[src/rtl/y86_pkg.sv]
// Shared types and constants for the Y86-64 write-back slice: instruction codes,
// status codes, register IDs, processor state and the W pipeline register layout.
package y86_pkg;

    localparam int XLEN = 64;
    localparam int NREG = 15;

    localparam logic [3:0] RNONE = 4'hF;
    localparam logic [3:0] RRSP  = 4'h4;

    localparam logic [3:0] IHALT   = 4'h0;
    localparam logic [3:0] INOP    = 4'h1;
    localparam logic [3:0] IRRMOVQ = 4'h2;
    localparam logic [3:0] IIRMOVQ = 4'h3;
    localparam logic [3:0] IRMMOVQ = 4'h4;
    localparam logic [3:0] IMRMOVQ = 4'h5;
    localparam logic [3:0] IOPQ    = 4'h6;
    localparam logic [3:0] IJXX    = 4'h7;
    localparam logic [3:0] ICALL   = 4'h8;
    localparam logic [3:0] IRET    = 4'h9;
    localparam logic [3:0] IPUSHQ  = 4'hA;
    localparam logic [3:0] IPOPQ   = 4'hB;

    localparam logic [2:0] STAT_AOK = 3'd1;
    localparam logic [2:0] STAT_HLT = 3'd2;
    localparam logic [2:0] STAT_ADR = 3'd3;
    localparam logic [2:0] STAT_INS = 3'd4;

    typedef enum logic [1:0] {
        CPU_RUN    = 2'd0,
        CPU_HALTED = 2'd1,
        CPU_FAULT  = 2'd2
    } cpu_state_e;

    typedef struct packed {
        logic            valid;
        logic [2:0]      stat;
        logic [3:0]      icode;
        logic [3:0]      dstE;
        logic [XLEN-1:0] valE;
        logic [3:0]      dstM;
        logic [XLEN-1:0] valM;
    } w_reg_t;

    localparam w_reg_t W_BUBBLE = '{
        valid: 1'b0, stat: STAT_AOK, icode: INOP,
        dstE: RNONE, valE: '0, dstM: RNONE, valM: '0
    };

    // IDs at or above NREG (including RNONE) name no architectural register.
    function automatic logic is_reg(input logic [3:0] id);
        return id < 4'(NREG);
    endfunction

endpackage

[src/rtl/y86_regfile.sv]
// 15 x 64-bit architectural register file: two write ports (M beats E on the
// same register) and two combinational read ports; out-of-range IDs read as 0.
module y86_regfile
    import y86_pkg::*;
(
    input  logic            clk,
    input  logic            rst_n,
    input  logic            we_e,
    input  logic [3:0]      dst_e,
    input  logic [XLEN-1:0] val_e,
    input  logic            we_m,
    input  logic [3:0]      dst_m,
    input  logic [XLEN-1:0] val_m,
    input  logic [3:0]      src_a,
    input  logic [3:0]      src_b,
    output logic [XLEN-1:0] rd_a,
    output logic [XLEN-1:0] rd_b,
    output logic [XLEN-1:0] rsp
);

    logic [XLEN-1:0] regs_q [NREG];

    always_ff @(posedge clk or negedge rst_n) begin
        if (!rst_n) begin
            for (int i = 0; i < NREG; i++) regs_q[i] <= '0;
        end else begin
            for (int i = 0; i < NREG; i++) begin
                if (we_m && dst_m == 4'(i))
                    regs_q[i] <= val_m;
                else if (we_e && dst_e == 4'(i))
                    regs_q[i] <= val_e;
            end
        end
    end

    assign rd_a = is_reg(src_a) ? regs_q[src_a] : '0;
    assign rd_b = is_reg(src_b) ? regs_q[src_b] : '0;
    assign rsp  = regs_q[RRSP];

endmodule

[src/rtl/y86_writeback.sv]
// Y86-64 write-back stage: W pipeline register, register-file commit, run/halt/fault
// status and retire counter. Define WB_BYPASS_EN to forward the committing W values to decode reads.
module y86_writeback
    import y86_pkg::*;
(
    input  logic            clk,
    input  logic            rst_n,
    input  logic            m_valid,
    input  logic [2:0]      m_stat,
    input  logic [3:0]      m_icode,
    input  logic [3:0]      m_dstE,
    input  logic [XLEN-1:0] m_valE,
    input  logic [3:0]      m_dstM,
    input  logic [XLEN-1:0] m_valM,
    input  logic            w_stall,
    input  logic            w_bubble,
    input  logic [3:0]      srcA,
    input  logic [3:0]      srcB,
    output logic [XLEN-1:0] rd_valA,
    output logic [XLEN-1:0] rd_valB,
    output logic [2:0]      wb_stat,
    output logic [1:0]      cpu_state,
    output logic [31:0]     retired_cnt,
    output logic [XLEN-1:0] reg_rsp
);

    w_reg_t          w_q, w_d;
    cpu_state_e      state_q, state_d;
    logic [31:0]     cnt_q, cnt_d;
    logic            run, commit, w_excp;
    logic [XLEN-1:0] arr_a, arr_b;

    assign run    = (state_q == CPU_RUN);
    assign commit = run && w_q.valid && (w_q.stat == STAT_AOK);
    assign w_excp = run && w_q.valid && (w_q.stat != STAT_AOK);

    // Status FSM: state register
    always_ff @(posedge clk or negedge rst_n) begin
        if (!rst_n) state_q <= CPU_RUN;
        else        state_q <= state_d;
    end

    // Status FSM: next state; HALTED/FAULT are absorbing until reset
    always_comb begin
        state_d = state_q;
        if (w_excp)
            state_d = (w_q.stat == STAT_HLT) ? CPU_HALTED : CPU_FAULT;
    end

    // Status FSM: outputs
    always_comb begin
        cpu_state = state_q;
    end

    // An excepting entry stays in W so wb_stat keeps reporting its status.
    always_comb begin
        w_d = w_q;
        if (run && !w_excp && !w_stall) begin
            if (w_bubble || !m_valid) begin
                w_d = W_BUBBLE;
            end else begin
                w_d.valid = 1'b1;
                w_d.stat  = m_stat;
                w_d.icode = m_icode;
                w_d.dstE  = m_dstE;
                w_d.valE  = m_valE;
                w_d.dstM  = m_dstM;
                w_d.valM  = m_valM;
            end
        end
    end

    assign cnt_d = cnt_q + 32'(commit);

    always_ff @(posedge clk or negedge rst_n) begin
        if (!rst_n) begin
            w_q   <= W_BUBBLE;
            cnt_q <= '0;
        end else begin
            w_q   <= w_d;
            cnt_q <= cnt_d;
        end
    end

    y86_regfile u_regfile (
        .clk   (clk),
        .rst_n (rst_n),
        .we_e  (commit),
        .dst_e (w_q.dstE),
        .val_e (w_q.valE),
        .we_m  (commit),
        .dst_m (w_q.dstM),
        .val_m (w_q.valM),
        .src_a (srcA),
        .src_b (srcB),
        .rd_a  (arr_a),
        .rd_b  (arr_b),
        .rsp   (reg_rsp)
    );

`ifdef WB_BYPASS_EN
    always_comb begin
        rd_valA = arr_a;
        rd_valB = arr_b;
        if (commit && is_reg(srcA)) begin
            if (srcA == w_q.dstM)      rd_valA = w_q.valM;
            else if (srcA == w_q.dstE) rd_valA = w_q.valE;
        end
        if (commit && is_reg(srcB)) begin
            if (srcB == w_q.dstM)      rd_valB = w_q.valM;
            else if (srcB == w_q.dstE) rd_valB = w_q.valE;
        end
    end
`else
    assign rd_valA = arr_a;
    assign rd_valB = arr_b;
`endif

    assign wb_stat     = w_q.stat;
    assign retired_cnt = cnt_q;

endmodule

[config.mk]
export PLATFORM = sky130hd
export DESIGN_NAME = y86_writeback
export DESIGN_NICKNAME = d
export VERILOG_FILES = /design/src/rtl/y86_pkg.sv /design/src/rtl/y86_regfile.sv /design/src/rtl/y86_writeback.sv
export SDC_FILE = /design/constraint.sdc
export NUM_CORES = 2
export LEC_CHECK = 0
export BUFFER_PORTS_ARGS = -buffer_cell sky130_fd_sc_hd__buf_2
export CORE_UTILIZATION = 62
export CTS_CLUSTER_DIAMETER = 200
export DETAILED_ROUTE_END_ITERATION = 8
export PLACE_DENSITY_LB_ADDON = 0.2
export SLEW_MARGIN = 20
export SYNTH_ARGS = -nofsm -noshare
export SYNTH_HDL_FRONTEND = slang
export SYNTH_HIERARCHICAL = 1
export SYNTH_SLANG_ARGS = --single-unit
export TNS_END_PERCENT = 20
[constraint.sdc]
create_clock -name clk -period 4.2 [get_ports clk]
set_input_delay 0.84 -clock clk [delete_from_list [all_inputs] [get_ports clk]]
set_output_delay 0.84 -clock clk [all_outputs]
set_load 0.01 [all_outputs]
==> flow_summary.rst <==
.. list-table::
   :header-rows: 1

   * - Metric
     - Value
   * - FF-to-FF End
     - u_regfile/regs_q[757]
   * - CP startpoint kind
     - primary input
   * - Design area
     - between 70000 and 80000 um2
   * - Maximum count of clock buffers along a single path
     - 3
   * - Depth of the worst register-to-register path
     - 8
   * - GRT overflow
     - 0
   * - Number of DRC markers in iteration 0
     - 7473
   * - Number of levels in the clock H-tree
     - 3
   * - Share of Yosys cell area claimed by the top area cell type
     - roughly 42%
   * - Area enclosed by the die boundary
     - about 110000 um2
   * - Vias in the first global route
     - between 50000 and 60000
   * - Clock latency at the later pin of the worst-skew pair
     - just over 700 ps
   * - GRT Overall Usage
     - about two fifths
   * - Peak ir drop on the vdd network
     - approximately 0.5 mV
   * - Post-CTS clock slew at the launch and capture registers of the worst setup and hold paths
     - 60 ps
   * - Most frequent cell after synthesis
     - mux2i_1
   * - Period utilization
     - between 90% and 100%
   * - FF-to-FF setup slack
     - between 700 and 800 ps
   * - Largest fanout on the critical path
     - 27
   * - Number of buffer cells added on primary ports
     - 380
   * - Shortest clock period the worst path allows after layout
     - approximately 3900 ps
   * - Final estimated routing congestion in global placement
     - just under 0.9
   * - DR pass1 iterations
     - 6
   * - First-pass GRT wire length
     - 343000 um
   * - Worst Path Required
     - about 3400 ps
   * - Arrival time of the worst setup path
     - slightly above 3000 ps
   * - Clock tree from TritonCTS
     - done
   * - Headroom to the max-slew limit
     - between 20% and 30%
   * - Post-synthesis instance area
     - between 60000 and 70000 um2
   * - Count of flip-flops with a built-in enable after synthesis
     - 0
   * - Cell chosen for the clock root
     - clkbuf_16
   * - Worst-Margin Slew
     - approximately 1200 ps
   * - Mean Syn Cell Area
     - roughly 10 um2
   * - Synth cell count leaders
     - mux2i_1 (1343), dfrtp_1 (1125), a21oi_1 (768)
   * - DIE WIDTH
     - approximately 330 um
   * - Layout net count
     - 6844
   * - Final hold vios
     - 0
   * - Number of different library cells in the post-synthesis netlist
     - 43
   * - Maximum number of pins on one net before global-route repair
     - between 100 and 150
   * - Synth warnings
     - 6
   * - Maximum Capacitance Violations
     - 0
   * - Endpoint kind of the worst setup timing path
     - primary output
   * - Async set-reset flop share out of synthesis
     - 100%
   * - Sequential area share after synthesis
     - 41.9%
   * - Cell Pwr Density
     - 476 nW/um2
   * - Hold-fix buffers at CTS
     - 0
   * - Outcome
     - completed
   * - Antenna violations before repair
     - 5
   * - Final setup violation count
     - 0
   * - Reg-to-reg critical path startpoint
     - wb_stat[0]
   * - Number of synthesized register bits
     - around 1100
   * - Initial core utilization
     - around 63%
   * - Max Clock Freq
     - 259 MHz
   * - Number of nets in the synthesized netlist
     - roughly 6900
   * - Leakage power total
     - 36.0 nW
   * - Number of buffers added by the clock tree synthesis step
     - roughly 120
   * - DRC viols
     - 0
   * - Final worst clock skew
     - 16.4 ps
   * - Leading cell types by total area after synthesis
     - dfrtp_1 (42%), mux2i_1 (20%), mux4_2 (8.5%)
   * - Cell taking the most area after synthesis
     - dfrtp_1
   * - Final TNS setup
     - 0 ps
   * - Worst hold path type
     - in -> async
   * - Via count normalized by instance count
     - 6.82
   * - DR WL/cell
     - around 28 um
   * - Detail Placement HPWL
     - between 100000 and 150000 um
   * - Via Count
     - between 50000 and 60000
   * - Area of the core
     - between 100000 and 150000 um2
   * - Die span in y
     - between 300 and 400 um
   * - Instance area after placement
     - 70300 um2
   * - Area growth from synthesis to layout
     - 9.80%
   * - Pins over their slew limit
     - 0
   * - Layout cells sized above 1
     - 16.7%
   * - Number of ports placed on the die boundary
     - around 390
   * - Post-detailed-route count of antenna-violating nets
     - 0
   * - Clk sink count
     - approximately 1100
   * - Row Count
     - between 100 and 150
   * - Post-detailed-routing wire length
     - between 200000 and 250000 um
   * - Post-synthesis instance total
     - slightly below 7000
   * - Most used flip-flop cell after synthesis
     - dfrtp_1
   * - RSZ-0062 raised after global routing
     - false
   * - Category of the critical setup timing path
     - in -> out
   * - Resize count post-CTS
     - 0
   * - Post-CTS Setup Bufs
     - 0
[per-layer routing]
layer	global-route usage, %	up-vias	wire [um]
met3	9.83	794	26000
met4	19.1	8	11600
met2	63.4	3720	104000
met5	0	-	49
li1	-	24000	-
met1	54.1	27300	86300
[per-stage QoR]
| step | total power [mW] | hold slack (ps) | cells | setup slack (ps) | util (%) |
|---|---|---|---|---|---|
| floorplan | 21.3 | 441 | 6774 | 1060 | - |
| global placement | 23.7 | 450 | 7965 | 480 | 65.3 |
| detailed placement | 24.1 | 473 | 7965 | 463 | 65.3 |
| CTS | 35.2 | 142 | 8190 | 461 | 69.1 |
| global route | 36.9 | 160 | 8190 | 314 | 69.1 |
| finish | 35.5 | 154 | 8191 | 333 | 69.1 |
[sequential cells by signal, indices dropped and copies added (netlist names)]
name and cells:
retired_cnt 32, cpu_state 2, u_regfile/rsp 64, w_q 137, u_regfile/regs_q 896, wb_stat 3
[layout by cell type (no fill, tap or decap), types with 12 or more instances in the layout]
master        n
clkbuf_1     24
nor3_1       12
xor2_1       18
clkbuf_8     30
nor2b_1      68
xnor2_1      13
mux2i_1    1343
o21ai_1     492
clkinv_2     29
nor2_1      589
mux2_2       63
mux4_2      257
dfrtp_1    1125
a22oi_1      63
nand3b_1     66
a211oi_1     65
buf_4       111
o211a_1      63
buf_12       75
nand2_1     665
o21ai_0     162
o22ai_1      64
buf_2       371
clkbuf_16   125
a21oi_1     768
[worst max path at each step]
stage,startpoint,to,slack [ps],cells after the start
after floorplan,srcA[1],rd_valA[0],1060,6
after detailed placement,srcA[0],rd_valA[45],460,6
after CTS,srcB[0],rd_valB[52],460,7
after global routing,srcB[0],rd_valB[15],310,7
final,srcB[0],rd_valB[15],330,7
after global placement,srcA[0],rd_valA[1],480,6
[worst max-delay path, cell delays in order]
cell and delay, ps:
buf_8 290, buf_12 310, mux4_2 530, nor2b_1 150, a211oi_1 400, a21oi_1 210
buf_2 250
[cells by family after synthesis]
family                     after synthesis  share of synthesized area [%]
adders and majority gates                3                         0.0554
xor gates and xnor gates                31                          0.401
DFF                                   1134                           41.9
muxes                                 1663                           29.4
and+or+nand+nor                       1482                           9.24
AOI/OAI and AO/OA                     1679                           13.5
buffers and inverters                  782                           5.52
[layout make-up]
class                   instances  area, um2
multi-input cells            4858      35800
fillers                      8044      33200
flip-flops and latches       1134      28400
repair buffers                564       4290
clock buffers                 179       3630
well taps                    1403       1760
clock inverters                46        503
inverters                       6       22.5
diodes                          1       2.50
[report_power, final]
| part | total [mW] | internal, mW | switching, mW |
|---|---|---|---|
| Combinational | 6.78 | 3.56 | 3.21 |
| Sequential | 17.5 | 13.4 | 4.12 |
| Clock | 11.2 | 6.55 | 4.62 |
| Total | 35.5 | 23.5 | 12.0 |
No activity file was read; power rests on OpenSTA's default activity.
